**src/rtl/logic_reduce_pkg.sv**
```systemverilog
// Shared types and the bitwise base operation for the logic reduce unit.
// Used by reduce_tree and logic_reduce_unit.
package logic_reduce_pkg;

  typedef enum logic [1:0] {
    OP_AND  = 2'd0,
    OP_OR   = 2'd1,
    OP_XOR  = 2'd2,
    OP_NAND = 2'd3
  } op_e;

  typedef enum logic [1:0] {
    IDLE  = 2'd0,
    ACCUM = 2'd1,
    HOLD  = 2'd2
  } state_e;

  // Per-bit base op; NAND folds as AND and is inverted only on the final result.
  function automatic logic base_op(op_e op, logic a, logic b);
    logic r;
    case (op)
      OP_OR:   r = a | b;
      OP_XOR:  r = a ^ b;
      default: r = a & b;
    endcase
    return r;
  endfunction

endpackage

```
**src/rtl/logic_reduce_if.sv**
```systemverilog
// Stream-in / result-out handshake bundle for logic_reduce_unit.
// out_parity exists only when LOGIC_REDUCE_PARITY_EN is defined.
interface logic_reduce_if
  import logic_reduce_pkg::*;
#(
  parameter int unsigned WIDTH = 4,
  parameter int unsigned N_IN  = 4,
  parameter int unsigned CNT_W = 8
);

  logic                  in_valid;
  logic                  in_ready;
  logic [N_IN*WIDTH-1:0] in_data;
  op_e                   in_op;
  logic                  in_last;
  logic                  out_valid;
  logic                  out_ready;
  logic [WIDTH-1:0]      out_data;
  logic [CNT_W-1:0]      out_count;
`ifdef LOGIC_REDUCE_PARITY_EN
  logic                  out_parity;
`endif

  modport master (
    output in_valid, in_data, in_op, in_last, out_ready,
    input  in_ready, out_valid, out_data, out_count
`ifdef LOGIC_REDUCE_PARITY_EN
    , input out_parity
`endif
  );

  modport slave (
    input  in_valid, in_data, in_op, in_last, out_ready,
    output in_ready, out_valid, out_data, out_count
`ifdef LOGIC_REDUCE_PARITY_EN
    , output out_parity
`endif
  );

endinterface

```
**src/rtl/logic_reduce_unit_reduce_tree.sv**
```systemverilog
// Combinational N_IN-operand bitwise reduction of one beat with the base op.
module reduce_tree
  import logic_reduce_pkg::*;
#(
  parameter int unsigned WIDTH = 4,
  parameter int unsigned N_IN  = 4
) (
  input  logic [N_IN*WIDTH-1:0] data,
  input  op_e                   op,
  output logic [WIDTH-1:0]      result
);

  always_comb begin
    result = '0;
    for (int b = 0; b < int'(WIDTH); b++) begin
      result[b] = data[b];
      for (int k = 1; k < int'(N_IN); k++) begin
        result[b] = base_op(op, result[b], data[k*int'(WIDTH) + b]);
      end
    end
  end

endmodule

```
**src/rtl/logic_reduce_unit.sv**
```systemverilog
// Registered multi-beat logic reducer with a one-deep result register.
// Optional out_parity port under LOGIC_REDUCE_PARITY_EN.
module logic_reduce_unit
  import logic_reduce_pkg::*;
#(
  parameter int unsigned WIDTH = 4,
  parameter int unsigned N_IN  = 4,
  parameter int unsigned CNT_W = 8
) (
  input logic           clk,
  input logic           rst,
  logic_reduce_if.slave bus
);

  localparam logic [CNT_W-1:0] CntMax = '1;

  state_e           state_q, state_d;
  op_e              op_q;
  logic [WIDTH-1:0] acc_q;
  logic [CNT_W-1:0] cnt_q;
  logic [WIDTH-1:0] out_data_q;
  logic [CNT_W-1:0] out_count_q;

  logic             in_ready;
  logic             out_valid;
  logic             accept;
  logic             start;
  op_e              eff_op;
  logic [WIDTH-1:0] beat;
  logic [WIDTH-1:0] fold;
  logic [WIDTH-1:0] final_res;
  logic [CNT_W-1:0] cnt_next;

  assign accept = bus.in_valid && in_ready;
  // A beat accepted outside ACCUM opens a new packet (from IDLE or HOLD).
  assign start  = accept && (state_q != ACCUM);
  assign eff_op = start ? bus.in_op : op_q;

  reduce_tree #(
    .WIDTH (WIDTH),
    .N_IN  (N_IN)
  ) u_reduce_tree (
    .data   (bus.in_data),
    .op     (eff_op),
    .result (beat)
  );

  always_comb begin
    fold = beat;
    if (!start) begin
      for (int b = 0; b < int'(WIDTH); b++) begin
        fold[b] = base_op(op_q, acc_q[b], beat[b]);
      end
    end
    final_res = (eff_op == OP_NAND) ? ~fold : fold;
  end

  always_comb begin
    if (start) begin
      cnt_next = CNT_W'(1);
    end else if (cnt_q == CntMax) begin
      cnt_next = cnt_q;
    end else begin
      cnt_next = cnt_q + CNT_W'(1);
    end
  end

  // State register.
  always_ff @(posedge clk) begin
    if (rst) begin
      state_q <= IDLE;
    end else begin
      state_q <= state_d;
    end
  end

  // Next-state logic; in HOLD a beat is only accepted when out_ready is high.
  always_comb begin
    state_d = state_q;
    unique case (state_q)
      IDLE, ACCUM: begin
        if (accept) state_d = bus.in_last ? HOLD : ACCUM;
      end
      HOLD: begin
        if (accept) begin
          state_d = bus.in_last ? HOLD : ACCUM;
        end else if (bus.out_ready) begin
          state_d = IDLE;
        end
      end
      default: state_d = IDLE;
    endcase
  end

  // Output logic.
  always_comb begin
    out_valid = (state_q == HOLD);
    in_ready  = (state_q != HOLD) || bus.out_ready;
  end

  always_ff @(posedge clk) begin
    if (rst) begin
      op_q        <= OP_AND;
      acc_q       <= '0;
      cnt_q       <= '0;
      out_data_q  <= '0;
      out_count_q <= '0;
    end else if (accept) begin
      op_q  <= eff_op;
      acc_q <= fold;
      cnt_q <= cnt_next;
      if (bus.in_last) begin
        out_data_q  <= final_res;
        out_count_q <= cnt_next;
      end
    end
  end

`ifdef LOGIC_REDUCE_PARITY_EN
  logic parity_q;

  always_ff @(posedge clk) begin
    if (rst) begin
      parity_q <= 1'b0;
    end else if (accept && bus.in_last) begin
      parity_q <= ^final_res;
    end
  end

  assign bus.out_parity = parity_q;
`endif

  assign bus.in_ready  = in_ready;
  assign bus.out_valid = out_valid;
  assign bus.out_data  = out_data_q;
  assign bus.out_count = out_count_q;

endmodule

```
**src/flat_wrapper.sv**
```systemverilog
// flat-port wrapper written by rule: the top's interface ports become plain ports
module logic_reduce_unit_flat import logic_reduce_pkg::*;
#(
  parameter int unsigned WIDTH = 4,
  parameter int unsigned N_IN  = 4,
  parameter int unsigned CNT_W = 8
)
  (clk, rst, bus_in_valid, bus_in_data, bus_in_op, bus_in_last, bus_out_ready, bus_in_ready, bus_out_valid, bus_out_data, bus_out_count);
  logic_reduce_if #(.WIDTH(WIDTH), .N_IN(N_IN), .CNT_W(CNT_W)) bus_i ();
  input logic clk;
  input logic rst;
  input wire logic [$bits(bus_i.in_valid)-1:0] bus_in_valid;
  input wire logic [$bits(bus_i.in_data)-1:0] bus_in_data;
  input wire logic [$bits(bus_i.in_op)-1:0] bus_in_op;
  input wire logic [$bits(bus_i.in_last)-1:0] bus_in_last;
  input wire logic [$bits(bus_i.out_ready)-1:0] bus_out_ready;
  output wire logic [$bits(bus_i.in_ready)-1:0] bus_in_ready;
  output wire logic [$bits(bus_i.out_valid)-1:0] bus_out_valid;
  output wire logic [$bits(bus_i.out_data)-1:0] bus_out_data;
  output wire logic [$bits(bus_i.out_count)-1:0] bus_out_count;
  assign bus_i.in_valid = bus_in_valid;
  assign bus_i.in_data = bus_in_data;
  assign bus_i.in_op = bus_in_op;
  assign bus_i.in_last = bus_in_last;
  assign bus_i.out_ready = bus_out_ready;
  assign bus_in_ready = bus_i.in_ready;
  assign bus_out_valid = bus_i.out_valid;
  assign bus_out_data = bus_i.out_data;
  assign bus_out_count = bus_i.out_count;
  logic_reduce_unit #(.WIDTH(WIDTH), .N_IN(N_IN), .CNT_W(CNT_W)) u_core (.clk(clk), .rst(rst), .bus(bus_i));
endmodule
```
**config.mk**
```make
export PLATFORM = sky130hd
export DESIGN_NAME = logic_reduce_unit_flat
export DESIGN_NICKNAME = d
export VERILOG_FILES = /design/src/rtl/logic_reduce_pkg.sv /design/src/rtl/logic_reduce_if.sv /design/src/rtl/logic_reduce_unit_reduce_tree.sv /design/src/rtl/logic_reduce_unit.sv /design/src/flat_wrapper.sv
export SDC_FILE = /design/constraint.sdc
export NUM_CORES = 1
export LEC_CHECK = 0
export ABC_AREA = 1
export CORE_MARGIN = 1.5
export CORE_UTILIZATION = 49
export CTS_BUF_LIST = sky130_fd_sc_hd__clkbuf_4 sky130_fd_sc_hd__clkbuf_8 sky130_fd_sc_hd__clkbuf_16
export CTS_CLUSTER_DIAMETER = 40
export DETAILED_ROUTE_END_ITERATION = 16
export HOLD_SLACK_MARGIN = 0.03
export PLACE_DENSITY = 0.89
export SYNTH_ARGS = -nofsm -noshare
export SYNTH_HDL_FRONTEND = slang
export SYNTH_SLANG_ARGS = --single-unit
```
**constraint.sdc**
```tcl
create_clock -name clk -period 4.95 [get_ports clk]
set_clock_uncertainty 0.15 [all_clocks]
set_input_delay 0.99 -clock clk [delete_from_list [all_inputs] [get_ports clk]]
set_output_delay 0.99 -clock clk [all_outputs]
set_load 0.1 [all_outputs]
```
# ---- Word-level counts from Yosys, hierarchy flattened
# Cells that the tools add are included.
dict set report totals {
  mem_bits_ro 0
  n_memories 0
  reg_bits 28
  mem_bits_rw 0
  in_bits 23
  out_inout_bits 14
  latch_bits 0
}
dict set report classes {
  magnitude_cmp 0
  n_shift 0
  div_mod_pow 0
  bitwise 49
  add_sub_neg 1
  n_eq_ne 12
  muxes 26
  n_mul 0
  reduce_logical 7
}
# cell n
set op_table {}
lappend op_table {{$pmux 1 s2} 16}
lappend op_table {{$and 1x1->1} 16}
lappend op_table {{$mux 8} 2}
lappend op_table {{$or 1x1->1} 16}
lappend op_table {{$xor 1x1->1} 16}
lappend op_table {{$mux 2} 5}
lappend op_table {{$add 8x1->8 const B} 1}
lappend op_table {{$eq 2x2->1 const B} 4}
lappend op_table {{$eq 8x8->1 const B} 1}
lappend op_table {{$mux 4} 2}
lappend op_table {{$eq 2x1->1 const B} 3}
lappend op_table {{$ne 2x1->1 const B} 2}
lappend op_table {{$not 4->4} 1}
lappend op_table {{$pmux 2 s2} 1}
lappend op_table {{$reduce_and 2->1} 2}
lappend op_table {{$ne 3x2->1 const B} 1}
lappend op_table {{$logic_and 1x1->1} 2}
lappend op_table {{$logic_not 2->1} 1}
lappend op_table {{$ne 2x2->1 const B} 1}
lappend op_table {{$reduce_or 2->1} 1}
lappend op_table {{$logic_or 1x1->1} 1}

# ---- Depth between registers and ports, before layout
# Gate-level depths: netlist of run 1.
dict set report depth {
  word_depth 16
  mapped_depth 33
  depth_no_buf 31
}

# ---- By module
# A second synthesis of run 1 with hierarchy kept.
dict set report hier_totals {
  hier_cells 374
  hier_area_um2 2482.4
}
# mod instances seq_area_each_um2 cells_per_inst area_per_inst_um2
set by_module_without_submodules {}
lappend by_module_without_submodules {logic_reduce_unit 1 560.5 241 1694.1}
lappend by_module_without_submodules {reduce_tree 1 0.0 133 788.3}

# ---- Worst setup path before layout of run 1
# OpenSTA, ideal clock, no wires.
dict set report synth_path {
  path_kind {input to register}
  from {input bus_out_ready}
  to {register u_core.out_data_q[2], in the netlist u_core.bus.out_data[2]}
  cell_stages 31
  setup_ns 0.109
  n_path_buf 3
  slack_ns -0.150
  t_arrival_ns 4.841
  path_cell_list {inv_1 -> nand3_4 -> nand2_4 -> nor2_4 -> buf_6 -> nand2_1 -> o21a_1 -> inv_1 -> ha_1 -> inv_1 -> buf_2 -> buf_2 -> o211ai_1 -> o21ai_0 -> ha_1 -> nand2_1 -> o211ai_1 -> o21ai_0 -> inv_1 -> ha_1 -> or2_2 -> nand2_1 -> inv_1 -> ha_1 -> or2_2 -> nand2_1 -> nand2_1 -> nand3_1 -> nand3_1 -> nand2_1 -> inv_1}
}
dict set report synth_between {
  elab_chain_len 15
}
# element line_no
set synth_rtl {}
lappend synth_rtl {{from (decl)} flat_wrapper.sv:16} ;# input wire logic [$bits(bus_i.out_ready)-1:0] bus_out_ready;
lappend synth_rtl {{$logic_or 1x1->1 (*)} logic_reduce_unit.sv:98} ;# in_ready = (state_q != HOLD) || bus.out_ready;
lappend synth_rtl {{via bus_in_ready} flat_wrapper.sv:17} ;# output wire logic [$bits(bus_i.in_ready)-1:0] bus_in_ready;
lappend synth_rtl {{$logic_and 1x1->1 (*)} logic_reduce_unit.sv:34} ;# assign accept = bus.in_valid && in_ready;
lappend synth_rtl {{$logic_and 1x1->1 (*)} logic_reduce_unit.sv:36} ;# assign start = accept && (state_q != ACCUM);
lappend synth_rtl {{$mux 2 (*)} logic_reduce_unit.sv:37} ;# assign eff_op = start ? bus.in_op : op_q;
lappend synth_rtl {{via u_core.eff_op[1]} logic_reduce_unit.sv:28} ;# op_e eff_op;
lappend synth_rtl {{$eq 2x2->1 / $eq 2x1->1 (equally long branches)} logic_reduce_pkg.sv:21} ;# case (op)
lappend synth_rtl {{$pmux 1 s2} logic_reduce_pkg.sv:21}
lappend synth_rtl {{$and 1x1->1 (tied with other cells)} logic_reduce_pkg.sv:24} ;# default: r = a & b;
lappend synth_rtl {{$pmux 1 s2} logic_reduce_pkg.sv:21}
lappend synth_rtl {{$and 1x1->1 (tied with other cells)} logic_reduce_pkg.sv:24}
lappend synth_rtl {{$pmux 1 s2} logic_reduce_pkg.sv:21}
lappend synth_rtl {{$and 1x1->1 (tied with other cells)} logic_reduce_pkg.sv:24}
lappend synth_rtl {{$pmux 1 s2} logic_reduce_pkg.sv:21}
lappend synth_rtl {{$mux 4} logic_reduce_unit.sv:50} ;# if (!start) begin
lappend synth_rtl {{$not 4->4} logic_reduce_unit.sv:55} ;# final_res = (eff_op == OP_NAND) ? ~fold : fold;
lappend synth_rtl {{$mux 4 (*)} logic_reduce_unit.sv:55}
lappend synth_rtl {{to (signal assigned)} logic_reduce_unit.sv:113} ;# out_data_q <= final_res;
lappend synth_rtl {{to (decl)} logic_reduce_unit.sv:21} ;# logic [WIDTH-1:0] out_data_q;
# The timed path passes the listed nets; every way through them passes the cells marked *.
# A chain may end at the register's enable or synchronous reset.

# ---- Worst setup path after layout of run 1
dict set report layout_path {
  from {input bus_in_valid}
  to {register u_core.out_data_q[2], in the netlist u_core.bus.out_data[2]}
}
dict set report layout_between {
  elab_chain_len 14
}
# element line_no
set layout_rtl {}
lappend layout_rtl {{from (decl)} flat_wrapper.sv:12} ;# input wire logic [$bits(bus_i.in_valid)-1:0] bus_in_valid;
lappend layout_rtl {{$logic_and 1x1->1 (*)} logic_reduce_unit.sv:34}
lappend layout_rtl {{$logic_and 1x1->1 (*)} logic_reduce_unit.sv:36}
lappend layout_rtl {{$mux 2 (*)} logic_reduce_unit.sv:37}
lappend layout_rtl {{via u_core.eff_op[1]} logic_reduce_unit.sv:28}
lappend layout_rtl {{$eq 2x2->1 / $eq 2x1->1 (equally long branches)} logic_reduce_pkg.sv:21}
lappend layout_rtl {{$pmux 1 s2} logic_reduce_pkg.sv:21}
lappend layout_rtl {{$and 1x1->1 (tied with other cells)} logic_reduce_pkg.sv:24}
lappend layout_rtl {{$pmux 1 s2} logic_reduce_pkg.sv:21}
lappend layout_rtl {{$and 1x1->1 (tied with other cells)} logic_reduce_pkg.sv:24}
lappend layout_rtl {{$pmux 1 s2} logic_reduce_pkg.sv:21}
lappend layout_rtl {{$and 1x1->1 (tied with other cells)} logic_reduce_pkg.sv:24}
lappend layout_rtl {{$pmux 1 s2} logic_reduce_pkg.sv:21}
lappend layout_rtl {{$mux 4} logic_reduce_unit.sv:50}
lappend layout_rtl {{$not 4->4} logic_reduce_unit.sv:55}
lappend layout_rtl {{$mux 4 (*)} logic_reduce_unit.sv:55}
# Marked as above.

==> results.yml, run 1 <==
outcome:
  outcome: "complete, no violations"
global_routing:
  antenna_found_initial: 0
  grt_start_max_net_pins: 25
  grt_pass1_wl_mm: 8.47
  grt_usage: 0.197
  grt_pass1_vias: 2073
  overflow: 0
logic_synthesis:
  synth_area_um2: 2370
  synth_cell_types: 28
  ys_ff_latch: 28
  synth_top_area_frac: 0.236
  ys_warn_count: 0
  postSynthCellCount: 338
  syn-num-nets: 399
  syn_area_per_cell_um2: 7.03
  yosys.area.top_type: "dfxtp_1"
  ys_seq_area_frac: 0.236
  yosys-top-cells-area: "dfxtp_1, ha_1, inv_1, nand2_1, nand3_1"
sta:
  max_freq_ghz: 0.212
  layout_setup_ws_ns: 0.222
  worst_pin_slew_ns: 0.968
  finalHoldViolCount: 0
  period_needed_ns: 4.73
  fin_setup_tns_ns: 0
  slew_viol_final: 0
  period_share: 0.955
  finalSetupViolCount: 0
  slew_headroom: 0.353
clock_tree:
  cts_hold_buf: 0
  cts_tree: "built"
  clockBufferDepth: 2
  clk-insertion-delay-late_ns: 0.28
  clk_pin_slew_ns: 0.09
  cts_max_level: 1
  cts_inserted_buffers: 3
  clock_sinks: 28
  root_buffer: "clkbuf_8"
power_and_ir_drop:
  irDropWorstVdd_v: 0.000122
  p_per_area_nw_per_um2: 278
  switchingPower_uw: 339
  p_comb_frac: 0.515
  p_leak_nw: 1.51
  switching_share: 0.410
  power_frac_seq: 0.312
  p_int_uw: 488
  clockPowerShare: 0.174
detailed_routing:
  routed_via_density: 5.21
  drc: 0
  vias: 2301
  detail_route.first_pass.iterations: 4
  drtIter0Drc: 180
  ant_nets: 0
  drt-total-wl_mm: 5.25
  post_drt_wl_per_cell_um: 11.9
final_layout:
  synthToLayoutAreaGrowth_pct: 25.4
  fill_cells: 416
  layout-drive-gt1-share: 0.147
  layout_commonest_cell: "inv_1"
  mostFrequentLayoutCells: "inv_1, nand2_1, ha_1"
  stdcell_area_um2: 2980
  diodes: 0
  finalNetCount: 450
worst_hold_path:
  worstHoldStart: "u_core.bus.out_count[0]"
  min_to: "u_core.bus.out_count[0]"
  hp-class: "flip-flop to flip-flop"
  min_path_cells: 2
job:
  maxCapViolCount: 0
critical_path:
  cp_max_fo: 6
  arrival_ns: 4.77
  worst_setup_path_end_kind: "flip-flop"
  crit_required_ns: 4.99
  rrSetupSlack_ns: 0.91
  startpoint: "bus_in_valid"
  r2r_end: "u_core.bus.out_data[2]"
  crit_type: "input pin to flip-flop"
  startpoint_type: "input pin"
  max_stage_delay_ns: 0.58
  slowest_stage: "clkdlybuf4s50_1"
  worstReg2RegStart: "u_core.state_q[0]"
  reg2regPathDepth: 27
die:
  io_pins: 37
  core_area_um2: 4690
  dieArea_um2: 5270
  initial_utilization: 0.506
  die_h_um: 72.6
  die_w_um: 72.6
  rows: 25
placed_design:
  gp_congestion: 0.869
  place_area_um2: 2820
  port_buffers: 36
  dpl_worst_slack_ns: -0.107
  place_hpwl_mm: 3.75
==> through the flow <==
step                instances  hold WS [ns]  utilization  power [mW]
floorplan                 338         0.340            -       0.547
global placement          429         0.366        0.600       0.625
detailed placement        429         0.363        0.600       0.644
CTS                       433         0.380        0.612       0.788
global route              442         0.423        0.635       0.893
finish                    442         0.382        0.635       0.828
==> power by group through the flow <==
stage / registers, mW / clock network [mW] / logic (mW)
final: 0.258 / 0.144 / 0.426
after global placement: 0.262 / 0 / 0.363
after CTS: 0.258 / 0.145 / 0.385
after detailed placement: 0.263 / 0 / 0.381
after floorplan: 0.311 / 0 / 0.236
after global routing: 0.261 / 0.156 / 0.476
==> sequential cells by signal (all words and copies together), names as in the netlist <==
register and cells:
u_core.state_q 2, u_core.cnt_q 8, u_core.bus.out_count 8, u_core.bus.out_data 4
u_core.acc_q 4, u_core.op_q 2
==> kinds of logic after synthesis <==
group	count (synthesis)	share of synthesized area
DFF	28	0.236
buffers and inverters	80	0.141
xor gates and xnor gates	1	0.00369
adders and majority gates	38	0.200
AOI/OAI and AO/OA	68	0.167
and+or+nand+nor	123	0.252
==> cell usage after synthesis, drive strengths merged <==
cell type and number:
inv 69, nand2 67, ha 38, nand3 38, o21ai 29, dfxtp 28
a21oi 17, o211ai 15, or2 10, buf 9, nor2 6, o21a 5
a31oi 2, clkbuf 2, nand4 1, nor3 1, xnor2 1
==> worst max-delay path, delay by kind of cell <==
family	cells	cell delay (ns)
compound gates	5	0.61
buf+inv	6	0.87
simple gates	11	1.31
fa+ha+maj	4	0.95
==> what timing repair did <==
item | in CTS | in global routing
buffers inserted | 0 | 8
endpoints found under the setup margin | 0 | 8
gates resized for setup | 0 | 14
==> per-layer routing <==
layer  track usage  vias up  share of wire
met3        0.0235       14          0.038
li1              -     1192              -
met5             0        -              0
met2         0.360       61           0.51
met4        0.0692        0          0.020
met1         0.237     1034           0.43
==> final cells by class <==
| cell class | instances | area, µm² | area share |
|---|---|---|---|
| Clock buffer | 4 | 55.1 | 0.0185 |
| Inverter | 69 | 264 | 0.0886 |
| Multi-Input combinational cell | 230 | 1520 | 0.509 |
| Tap cell | 54 | 67.6 | 0.0227 |
| Timing Repair inverter | 1 | 7.51 | 0.00252 |
| Sequential cell | 28 | 561 | 0.188 |
| Timing Repair Buffer | 56 | 508 | 0.171 |
==> worst max path at each step <==
stage                                   endpoint  cells past startpoint
after floorplan           u_core.bus.out_data[2]                     31
after global placement    u_core.bus.out_data[3]                     26
after detailed placement  u_core.bus.out_data[3]                     26
after CTS                 u_core.bus.out_data[3]                     26
after global routing      u_core.bus.out_data[2]                     29
final                     u_core.bus.out_data[2]                     26
Power figures use the tool's default switching activity.
==> inputs of run 2 (changes only) <==
CORE_ASPECT_RATIO = 1.4   (was not set)
==> run 2 against run 1 <==
Effect of this change:
- clock-buffer cell count down 1
- global-route usage up 0.20 points
- cell count up 1.4%
- wire length down 5.0%
- die area up 0.11%
- critical path depth up 2
- sequential share of layout area about the same
- via count up 1.3%
- worst hold slack better by 0.0019 ns
- clock power down 12%
- critical path type unchanged
- critical endpoint is now u_core.bus.out_data[3]
- largest power group unchanged
==> results.yml, run 2 (same netlist as run 1, synthesis figures left out) <==
clock_tree:
  clk_pin_slew_ns: 0.10
  clockBufferDepth: 2
  post-cts-setup-buffer-count: 0
  cts_max_level: 1
  clk-insertion-delay-late_ns: 0.28
  cts_hold_buf: 0
  root_buffer: "clkbuf_8"
  cts_tree: "built"
  cts_inserted_buffers: 3
  clock_sinks: 28
die:
  rows: 29
  dieArea_um2: 5280
  die_w_um: 61.8
  initial_utilization: 0.515
  io_pins: 37
  die_h_um: 85.4
  core_area_um2: 4610
final_layout:
  synthToLayoutAreaGrowth_pct: 25.2
  fill_cells: 393
  finalNetCount: 449
  instances_no_fill: 448
  layout-drive-gt1-share: 0.145
  layout_commonest_cell: "inv_1"
  diodes: 0
  mostFrequentLayoutCells: "inv_1, nand2_1, ha_1"
global_routing:
  overflow: 0
  grtUsageMet2: 0.407
  grt_usage: 0.199
  grt_pass1_vias: 2198
  grt_pass1_wl_mm: 8.39
  grt_util_met1: 0.193
  antenna_found_initial: 0
  busiest_layer: "met2"
  use_met3: 0.00915
  grt_start_max_net_pins: 25
placed_design:
  place_hpwl_mm: 3.80
  port_buffers: 36
  gp_congestion: 0.880
  dp.cells: 444
detailed_routing:
  drtIter0Drc: 112
  post_drt_wl_per_cell_um: 11.1
  ant_nets: 0
  drt-total-wl_mm: 4.98
  vias: 2332
  routed_via_density: 5.21
  detail_route.first_pass.iterations: 5
  drc: 0
sta:
  period_share: 0.959
  period_needed_ns: 4.75
  slew_headroom: 0.352
  fin_setup_tns_ns: 0
  max_freq_ghz: 0.211
  finalSetupViolCount: 0
  worst_pin_slew_ns: 0.969
  finalHoldViolCount: 0
  slew_viol_final: 0
critical_path:
  arrival_ns: 4.78
  startpoint_type: "input pin"
  worst_setup_path_end_kind: "flip-flop"
  cp_max_fo: 6
  crit_type: "input pin to flip-flop"
  crit_required_ns: 4.98
worst_hold_path:
  hp-class: "flip-flop to flip-flop"
job:
  maxCapViolCount: 0
power_and_ir_drop:
  p_leak_nw: 1.51
  irDropWorstVdd_v: 0.000134
  p_per_area_nw_per_um2: 270
outcome:
  outcome: "complete, no violations"
run 2: worst paths after layout:
path,from,endpoint,slack (ns),cells after the start
max,bus_out_ready,u_core.bus.out_data[3],0.20,28
min,u_core.bus.out_count[0],u_core.bus.out_count[0],0.38,2
max reg2reg,u_core.state_q[0],u_core.bus.out_data[3],0.91,27
min reg2reg,u_core.bus.out_count[0],u_core.bus.out_count[0],0.38,2
run 2: repair_timing:
item                                    in CTS  in global routing
gates resized for setup                      0                 17
endpoints found under the setup margin       0                  8
endpoints found under the hold margin        0                  0
run 2: per-layer routing:
metal | share of wire | routed length, µm | vias up
li1 | - | - | 1188
met1 | 0.39 | 1940 | 1083
met2 | 0.56 | 2800 | 50
met3 | 0.023 | 115 | 11
met4 | 0.024 | 121 | 0
met5 | 0 | 0 | -
run 2: layout make-up:
class	instances	area, µm²	area share
Tap cell	62	77.6	0.0261
Timing Repair inverter	1	5.00	0.00168
Timing Repair Buffer	55	503	0.169
Sequential cell	28	561	0.188
Clock buffer	3	41.3	0.0139
Multi-Input combinational cell	230	1520	0.512
Inverter	69	264	0.0888
run 2: critical path, stage by stage:
cell and delay (ns):
clkdlybuf4s50_1 0.47, inv_2 0.04, nand3_4 0.09, nand2_4 0.09, nor2_4 0.16, o21a_1 0.19, inv_1 0.10, ha_4 0.31
clkinv_4 0.07, o211ai_1 0.09, o21ai_1 0.11, ha_1 0.28, nand2_1 0.07, o211ai_1 0.08, o21ai_1 0.11, inv_1 0.06
ha_1 0.17, or2_2 0.30, nand2_2 0.08, inv_1 0.05, ha_1 0.16, or2_2 0.30, nand2_1 0.08, nand2_1 0.05
nand3_1 0.08, nand3_1 0.08, nand2_1 0.08, inv_1 0.03
run 2: report_power, final:
group	internal, mW	switching, mW	leakage (nW)
logic	0.170	0.247	1.26
clock network	0.0548	0.0718	0.0216
registers	0.244	0.0146	0.231
run 2: through the flow:
| step | instance area, µm² | setup WS (ns) | hold slack (ns) | util | total power [mW] |
|---|---|---|---|---|---|
| 3_5_place_dp | 2880 | -0.126 | 0.366 | 0.625 | 0.660 |
| 3_3_place_gp | 2880 | -0.0516 | 0.358 | 0.625 | 0.642 |
| 2_1_floorplan | 2390 | 0.0257 | 0.340 | - | 0.547 |
| 4_1_cts | 2920 | 0.158 | 0.383 | 0.634 | 0.786 |
| 6_report | 2970 | 0.204 | 0.384 | 0.645 | 0.802 |
| 5_1_grt | 2970 | -0.0501 | 0.421 | 0.645 | 0.864 |
==> inputs of run 3 (changes only) <==
MAX_ROUTING_LAYER = met4   (was not set)
==> run 3 against run 2 <==
Effect of this change:
- clock-buffer cell count did not move
- wire length fell by 0.60%
- non-clock buffer count did not move
- via count barely moved
- power fell by 0.19%
- final area did not move
- register-to-register slack barely moved
- critical endpoint unchanged
- largest power group unchanged
==> results.yml, run 3 (same netlist as run 1, synthesis figures left out) <==
outcome:
  outcome: "complete, no violations"
detailed_routing:
  vias: 2330
  post_drt_wl_per_cell_um: 11.1
  drtIter0Drc: 104
  routed_via_density: 5.20
  drt-total-wl_mm: 4.95
  drc: 0
  ant_nets: 0
  detail_route.first_pass.iterations: 4
global_routing:
  grt_pass1_wl_mm: 8.38
  antenna_found_initial: 0
  grt_pass1_vias: 2199
  overflow: 0
  grt_usage: 0.205
  grt_start_max_net_pins: 25
placed_design:
  gp_congestion: 0.895
  port_buffers: 36
  place_area_um2: 2880
  place_hpwl_mm: 3.80
  dp.cells: 444
  dpl_worst_slack_ns: -0.126
sta:
  slew_headroom: 0.352
  fin_setup_tns_ns: 0
  finalHoldViolCount: 0
  layout_setup_ws_ns: 0.204
  slew_viol_final: 0
  period_needed_ns: 4.75
  worst_pin_slew_ns: 0.969
  finalSetupViolCount: 0
  period_share: 0.959
  max_freq_ghz: 0.211
job:
  maxCapViolCount: 0
final_layout:
  stdcell_area_um2: 2970
  layout_commonest_cell: "inv_1"
  layout-drive-gt1-share: 0.145
  synthToLayoutAreaGrowth_pct: 25.2
  finalNetCount: 449
  diodes: 0
  instances_no_fill: 448
  mostFrequentLayoutCells: "inv_1, nand2_1, ha_1"
clock_tree:
  cts_inserted_buffers: 3
  root_buffer: "clkbuf_8"
  post-cts-setup-buffer-count: 0
  clk_pin_slew_ns: 0.10
  clock_sinks: 28
  cts_max_level: 1
  clk-insertion-delay-late_ns: 0.28
  clockBufferDepth: 2
  cts_tree: "built"
die:
  initial_utilization: 0.515
  die_w_um: 61.8
  die_h_um: 85.4
  rows: 29
  io_pins: 37
  dieArea_um2: 5280
  core_area_um2: 4610
power_and_ir_drop:
  irDropWorstVdd_v: 0.000134
  p_leak_nw: 1.51
  p_per_area_nw_per_um2: 269
critical_path:
  cp_max_fo: 6
  worst_setup_path_end_kind: "flip-flop"
  crit_required_ns: 4.98
  arrival_ns: 4.78
  crit_type: "input pin to flip-flop"
  startpoint_type: "input pin"
worst_hold_path:
  hp-class: "flip-flop to flip-flop"
==> run 3: cell counts in the layout (fill, tap and decap cells not counted) <==
Identical to the previous run, type by type.
==> run 3: timing repair <==
item                                    in CTS  in global routing
endpoints found under the setup margin       0                  8
hold buffers                                 0                  0
gates resized for setup                      0                 17
==> run 3: routing by layer <==
layer / up-vias / wire length [µm] / GRT usage
met1: 1083 / 1910 / 0.193
met2: 50 / 2810 / 0.407
met3: 9 / 124 / 0.00915
li1: 1188 / - / -
met4: 0 / 113 / 0.0696
met5: - / 0 / -
==> run 3: power by group <==
part | switching, mW | internal (mW)
Combinational | 0.246 | 0.170
Clock | 0.0709 | 0.0548
Sequential | 0.0147 | 0.244
Total | 0.332 | 0.469
==> run 3: final cells by class <==
| type | instances | area [µm²] |
|---|---|---|
| Multi-Input combinational cell | 230 | 1520 |
| Sequential cell | 28 | 561 |
| Timing Repair inverter | 1 | 5.00 |
| Inverter | 69 | 264 |
| Fill cell | 393 | 1630 |
| Clock buffer | 3 | 41.3 |
| Timing Repair Buffer | 55 | 503 |
| Tap cell | 62 | 77.6 |
==> run 3: final timing paths <==
check	slack (ns)	cells after the start	startpoint	to
worst min register to register	0.38	2	u_core.bus.out_count[0]	u_core.bus.out_count[0]
worst max register to register	0.92	27	u_core.state_q[0]	u_core.bus.out_data[3]
worst max-delay path	0.20	28	bus_out_ready	u_core.bus.out_data[3]
worst min-delay path	0.38	2	u_core.bus.out_count[0]	u_core.bus.out_count[0]
==> run 3: critical path, cell delays in order <==
cell	delay (ns)
clkdlybuf4s50_1	0.47
inv_2	0.04
nand3_4	0.09
nand2_4	0.09
nor2_4	0.16
o21a_1	0.19
inv_1	0.10
ha_4	0.30
clkinv_4	0.07
o211ai_1	0.09
o21ai_1	0.11
ha_1	0.28
nand2_1	0.07
o211ai_1	0.08
o21ai_1	0.11
inv_1	0.06
ha_1	0.17
or2_2	0.30
nand2_2	0.08
inv_1	0.05
ha_1	0.16
or2_2	0.30
nand2_1	0.08
nand2_1	0.05
nand3_1	0.08
nand3_1	0.08
nand2_1	0.08
inv_1	0.03
==> run 3: metrics by stage <==
step	hold WS, ns	utilization	total power [mW]
2_1_floorplan	0.340	-	0.547
3_3_place_gp	0.358	0.625	0.642
3_5_place_dp	0.366	0.625	0.660
4_1_cts	0.383	0.634	0.786
5_1_grt	0.421	0.645	0.864
6_report	0.384	0.645	0.800
